## config.mk

```make
export PLATFORM = sky130hd
export DESIGN_NAME = coreboard1588_bram_arbiter
export DESIGN_NICKNAME = d
export VERILOG_FILES = /design/src/rtl/coreboard1588_bram_arbiter.sv
export SDC_FILE = /design/constraint.sdc
export NUM_CORES = 1
export LEC_CHECK = 0
export CAP_MARGIN = 20
export CORE_MARGIN = 3
export CORE_UTILIZATION = 45
export CTS_CLUSTER_SIZE = 16
export DETAILED_ROUTE_END_ITERATION = 8
export PLACE_DENSITY = 0.8
export SKIP_LAST_GASP = 1
export SLEW_MARGIN = 20
export SYNTH_ARGS = -nofsm -noshare
export SYNTH_HDL_FRONTEND = slang
export SYNTH_SLANG_ARGS = --single-unit
export TNS_END_PERCENT = 100
```

## constraint.sdc

```tcl
create_clock -name aclk -period 3.1 [get_ports aclk]
set_input_delay 0.465 -clock aclk [delete_from_list [all_inputs] [get_ports aclk]]
set_output_delay 0.465 -clock aclk [all_outputs]
set_load 0.03 [all_outputs]
```

## src/rtl/coreboard1588_bram_arbiter.sv

```systemverilog
`default_nettype none
// ============================================================================
// Module   : coreboard1588_bram_arbiter
// Purpose  : Round-robin merge of two 32-bit sample streams into one 16-bit
//            BRAM write port. Each stream writes a ring buffer in its own half.
// Revision : 1.0  initial release
// ============================================================================
module coreboard1588_bram_arbiter #(
    parameter int C_BRAM_ADDR_WIDTH = 12
) (
    input  logic                         aclk,
    input  logic                         aresetn,
    input  logic                         ctrl_enable,
    input  logic [31:0]                  s00_axis_tdata,
    input  logic                         s00_axis_tvalid,
    output logic                         s00_axis_tready,
    input  logic [31:0]                  s01_axis_tdata,
    input  logic                         s01_axis_tvalid,
    output logic                         s01_axis_tready,
    output logic                         bram_clk,
    output logic                         bram_rst,
    output logic [C_BRAM_ADDR_WIDTH-1:0] bram_addr,
    output logic                         bram_en,
    output logic [15:0]                  bram_din,
    output logic [1:0]                   bram_we,
    output logic [C_BRAM_ADDR_WIDTH-2:0] stat_wr_ptr0,
    output logic [C_BRAM_ADDR_WIDTH-2:0] stat_wr_ptr1,
    output logic [1:0]                   stat_half,
    output logic                         ts_irq
);

    localparam int                 c_ptr_w   = C_BRAM_ADDR_WIDTH - 1;
    localparam logic [c_ptr_w-1:0] c_ptr_one = c_ptr_w'(1);
    localparam logic [c_ptr_w-1:0] c_ptr_two = c_ptr_w'(2);

    typedef enum logic [1:0] {
        ST_IDLE  = 2'd0,
        ST_WR_LO = 2'd1,
        ST_WR_HI = 2'd2
    } state_t;

    state_t                        r_state;
    state_t                        w_state_next;

    logic [c_ptr_w-1:0]            r_ptr0;
    logic [c_ptr_w-1:0]            r_ptr1;
    logic [1:0]                    r_half;
    logic                          r_last_grant;
    logic [31:0]                   r_data;
    logic                          r_sid;
    logic                          r_irq;
    logic                          r_bram_en;
    logic [1:0]                    r_bram_we;
    logic [C_BRAM_ADDR_WIDTH-1:0]  r_bram_addr;
    logic [15:0]                   r_bram_din;

    logic                          w_can_accept;
    logic                          w_sel00;
    logic                          w_sel01;
    logic                          w_accept;
    logic                          w_gnt_sid;
    logic [31:0]                   w_gnt_data;
    logic [c_ptr_w-1:0]            w_ptr_cur;
    logic [c_ptr_w-1:0]            w_ptr_inc;
    logic [c_ptr_w-1:0]            w_ptr0_next;
    logic [c_ptr_w-1:0]            w_ptr1_next;
    logic [c_ptr_w-1:0]            w_gnt_ptr;
    logic                          w_half_done;
    logic                          w_bram_en_next;
    logic [1:0]                    w_bram_we_next;
    logic [C_BRAM_ADDR_WIDTH-1:0]  w_bram_addr_next;
    logic [15:0]                   w_bram_din_next;

    always_ff @(posedge aclk) begin
        if (!aresetn) begin
            r_state <= ST_IDLE;
        end else begin
            r_state <= w_state_next;
        end
    end

    always_comb begin
        w_state_next     = r_state;
        w_ptr0_next      = r_ptr0;
        w_ptr1_next      = r_ptr1;
        w_half_done      = 1'b0;
        w_bram_en_next   = 1'b0;
        w_bram_we_next   = 2'b00;
        w_bram_addr_next = '0;
        w_bram_din_next  = 16'h0000;

        // Tie-break favours the stream that did not win last; a lone valid wins outright.
        w_can_accept = aresetn && ctrl_enable &&
                       ((r_state == ST_IDLE) || (r_state == ST_WR_HI));
        w_sel00      = s00_axis_tvalid && (!s01_axis_tvalid || r_last_grant);
        w_sel01      = s01_axis_tvalid && (!s00_axis_tvalid || !r_last_grant);
        s00_axis_tready = w_can_accept && w_sel00;
        s01_axis_tready = w_can_accept && w_sel01;
        w_accept     = s00_axis_tready || s01_axis_tready;
        w_gnt_sid    = w_sel01;
        w_gnt_data   = w_sel01 ? s01_axis_tdata : s00_axis_tdata;

        w_ptr_cur    = r_sid ? r_ptr1 : r_ptr0;
        w_ptr_inc    = w_ptr_cur + c_ptr_two;

        case (r_state)
            ST_IDLE: begin
                if (w_accept) begin
                    w_state_next = ST_WR_LO;
                end
                if (!ctrl_enable) begin
                    w_ptr0_next = '0;
                    w_ptr1_next = '0;
                end
            end
            ST_WR_LO: begin
                w_state_next = ST_WR_HI;
            end
            ST_WR_HI: begin
                if (r_sid) begin
                    w_ptr1_next = w_ptr_inc;
                end else begin
                    w_ptr0_next = w_ptr_inc;
                end
                w_half_done  = (w_ptr_inc[c_ptr_w-2:0] == '0);
                w_state_next = w_accept ? ST_WR_LO : ST_IDLE;
            end
            default: begin
                w_state_next = ST_IDLE;
            end
        endcase

        // The BRAM port is registered, so the write for the coming state is built
        // here; a back-to-back beat of the same stream must see the bumped pointer.
        w_gnt_ptr = w_gnt_sid ? w_ptr1_next : w_ptr0_next;
        if (w_accept) begin
            w_bram_en_next   = 1'b1;
            w_bram_we_next   = 2'b11;
            w_bram_addr_next = {w_gnt_sid, w_gnt_ptr};
            w_bram_din_next  = w_gnt_data[15:0];
        end else if (r_state == ST_WR_LO) begin
            w_bram_en_next   = 1'b1;
            w_bram_we_next   = 2'b11;
            w_bram_addr_next = {r_sid, w_ptr_cur + c_ptr_one};
            w_bram_din_next  = r_data[31:16];
        end
    end

    always_ff @(posedge aclk) begin
        if (!aresetn) begin
            r_ptr0       <= '0;
            r_ptr1       <= '0;
            r_half       <= 2'b00;
            r_last_grant <= 1'b1;
            r_data       <= 32'h0000_0000;
            r_sid        <= 1'b0;
            r_irq        <= 1'b0;
            r_bram_en    <= 1'b0;
            r_bram_we    <= 2'b00;
            r_bram_addr  <= '0;
            r_bram_din   <= 16'h0000;
        end else begin
            r_ptr0 <= w_ptr0_next;
            r_ptr1 <= w_ptr1_next;
            r_irq  <= w_half_done;
            if (w_half_done) begin
                r_half[r_sid] <= ~w_ptr_inc[c_ptr_w-1];
            end
            if (w_accept) begin
                r_data       <= w_gnt_data;
                r_sid        <= w_gnt_sid;
                r_last_grant <= w_gnt_sid;
            end
            r_bram_en   <= w_bram_en_next;
            r_bram_we   <= w_bram_we_next;
            r_bram_addr <= w_bram_addr_next;
            r_bram_din  <= w_bram_din_next;
        end
    end

    assign bram_clk     = aclk;
    assign bram_rst     = ~aresetn;
    assign bram_en      = r_bram_en;
    assign bram_we      = r_bram_we;
    assign bram_addr    = r_bram_addr;
    assign bram_din     = r_bram_din;
    assign stat_wr_ptr0 = r_ptr0;
    assign stat_wr_ptr1 = r_ptr1;
    assign stat_half    = r_half;
    assign ts_irq       = r_irq;

endmodule
`default_nettype wire
```

==> parameters.txt <==
Parameter                              Value

Setup path
  Critical path launch point type    flop
  Worst Setup SP    r_state[0]
  Worst r2r src    r_sid
  Slowest-stage cell, CP    clkdlybuf4s50_1
  Buffering stage count on the worst path with inverters included    3
  CP delay by family, top    buffers and inverters
  Crit path largest cell delay    0.60 ns
  Critical Path Fanout Max    13
  Endpoint arrival time on the critical path    2.45 ns
  CP Class    reg -> out
  Worst path required time    2.63 ns
  Critical Path End Type    output port
  Crit-path cells    nor2b_1 > o211ai_1 > clkinv_1 > nand2_1 > inv_1 > clkdlybuf4s50_1

Power and ir drop
  Peak VDD IR    0.000256 V
  Reported leakage power    2.04 nW
  P per Cell Area    451 nW/um2
  Pwr Total    0.00240 W

STA
  Maximum clock frequency    343 MHz
  Setup clock skew after layout    0.0104 ns
  Tightest Pin Transition    0.547 ns
  Unrepaired setup endpoints after global routing    false
  Total count of max-transition violations in the final report    0
  Final Hold Viols    0
  Rel. slew slack    0.625
  Final Setup Violations    0
  Post-route minimum period    2.91 ns
  Portion of the clock cycle consumed by the worst path in the final layout    0.940
  Post-Route Setup TNS    0 ns
  Hold slack final    0.458 ns

Synthesis
  Synthesized instance count    438
  Total nets after synthesis    510
  Count of cell types in the netlist    53
  Area of the mapped netlist    3650 um2
  Synth Flop Type    dfxtp_1
  Commonest cells in the synthesized netlist    84 x nand2_1, 74 x dfxtp_1, 37 x nor2_1, 26 x mux2i_1, 26 x o21ai_0
  Count of yosys warnings during synthesis    0
  Number of synthesized flops with an enable pin    0
  Number of synthesized register bits    74
  Top-count cell post-synth    nand2_1
  Syn Area/Cell    8.34 um2
  Area share of the largest cell type after synthesis    0.405
  Fraction of synthesis flops using an asynchronous set or reset pin    0
  Area leader, netlist    dfxtp_1
  Top cells by area, synth    dfxtp_1 41%, nand2_1 8.6%, mux2i_1 7.1%
  Part of the Yosys area used for sequential elements    0.405

Die
  Horiz. Die Dim    96.1 um
  Number of primary I/O pins    129
  Std-Cell Core Area    7810 um2
  DIE AREA    9240 um2
  Number of placement rows    32
  DIE HEIGHT    96.1 um
  Initial Utilization    0.468

Final layout
  Area of all placed cells without fillers    5320 um2
  Number of antenna cells inserted    0
  Fraction of layout cells with a size suffix above 1    0.0823
  Nets@finish    638
  Layout area overhead    45.7%
  Finished Layout Cells    673

Placed design
  Placed wire-length estimate after detailed placement    8.34 mm
  Placed cell count    654
  Count of buffers inserted at the top-level ports    128
  Area after DPL    5040 um2
  GP Congestion    0.924

GRT
  Met2 track utilization from global routing    0.415
  Global-route wire length before repair    17.9 mm
  Busiest grt layer    met2
  Global Route met3 Usage    0.0391
  Overall global routing resource usage    0.254
  Pin count of the biggest net entering global routing    38
  Sum of overflow across all layers after global routing    0
  Met1 layer usage reported by global route    0.336
  Number of global-route vias before repair    3577
  Initial antenna violation count    0

Drt
  Residual antenna-violating net count after detailed routing    0
  Final routed DRC violation total    0
  DRT Pass-1 Iters    5
  Initial drt markers    246
  Via density    5.59
  Detailed-route via count    3764
  Post-detailed-routing wire length    11.6 mm
  Routed wirelength normalized by instance count    17.2 um

Run
  Max cap viols    0

Run status
  Result of the run    complete, no violations

Hold path
  Path category of the worst min-delay check    reg -> reg
  Worst hold path startpoint    r_data[21]

Clocking
  Number of hold-repair buffers added at the cts stage    0
  Clock tree from TritonCTS    built
  Clock transition at path regs    0.08 ns
  Number of instances resized during post-cts repair    0
  Post-CTS setup repair buffer count    0
  Clk_lat worst skew    0.45 ns
==> flip-flops by register name, indices dropped and copies added, names as in the netlist, 2 cells and up <==
name          cells
r_state           2
stat_half         2
stat_wr_ptr1     11
bram_din         16
bram_addr        12
r_data           16
stat_wr_ptr0     11
==> worst paths after layout <==
check | endpoint | depth (start not counted) | slack [ns]
worst max-delay path | s00_axis_tready | 6 | 0.19
worst min-delay path | bram_din[5] | 2 | 0.46
worst max register to register | bram_addr[5] | 7 | 0.64
worst min register to register | bram_din[5] | 2 | 0.46
==> final cells by class <==
type / count / area [um2]
Clock inverter: 4 / 98.8
Fill cell: 680 / 2480
Clock buffer: 16 / 196
Inverter: 7 / 26.3
Tap cell: 102 / 128
Sequential cell: 74 / 1480
Multi-Input combinational cell: 329 / 2020
Timing Repair Buffer: 141 / 1370
==> cells by family (layout without fill, tap and decap cells) <==
| logic type | count (synthesis) | in the layout | synth area share |
|---|---|---|---|
| AO/OA/AOI/OAI | 105 | 105 | 0.199 |
| XOR/XNOR | 7 | 7 | 0.0168 |
| adder cells (fa/ha/maj) | 3 | 3 | 0.0103 |
| buffers and inverters | 35 | 168 | 0.0421 |
| flip-flops | 74 | 74 | 0.405 |
| multiplexers | 36 | 36 | 0.102 |
| AND/OR/NAND/NOR | 178 | 178 | 0.224 |
==> tightest hold or removal path: cells and delay by family (launching register included) <==
| family | cells | cell delay [ns] |
|---|---|---|
| AOI/OAI and AO/OA | 1 | 0.05 |
| DFF | 1 | 0.33 |
| and+or+nand+nor | 1 | 0.05 |
==> metrics by stage <==
stage | utilization | worst slack [ns]
global route | 0.682 | 0.0285
CTS | 0.682 | 0.190
finish | 0.682 | 0.186
global placement | 0.645 | 0.338
floorplan | - | 0.473
detailed placement | 0.645 | 0.248
==> metal layers <==
| metal | wire length, um | vias to the layer above | part of all wire |
|---|---|---|---|
| met2 | 5700 | 153 | 0.49 |
| met5 | 0 | - | 0 |
| met4 | 160 | 0 | 0.014 |
| met3 | 731 | 15 | 0.063 |
| li1 | - | 1827 | - |
| met1 | 5000 | 1769 | 0.43 |
==> placed cells by master, fill, tap and decap left out, types with 13 or more instances in the layout <==
cell type	count
nor2_1	37
nand2_1	84
buf_4	15
o21ai_0	26
and2_1	15
dfxtp_1	74
a21oi_1	14
a311oi_1	15
clkbuf_8	13
clkdlybuf4s50_1	127
mux2i_1	26
==> power by group <==
part,total [W],leakage (nW),internal (W),switching (W)
clock,0.00108,0.146,0.000663,0.000412
combinational,0.000330,1.29,0.000163,0.000167
sequential,0.000997,0.601,0.000980,0.0000173
Note: power is estimated with default switching activity, not from simulation.
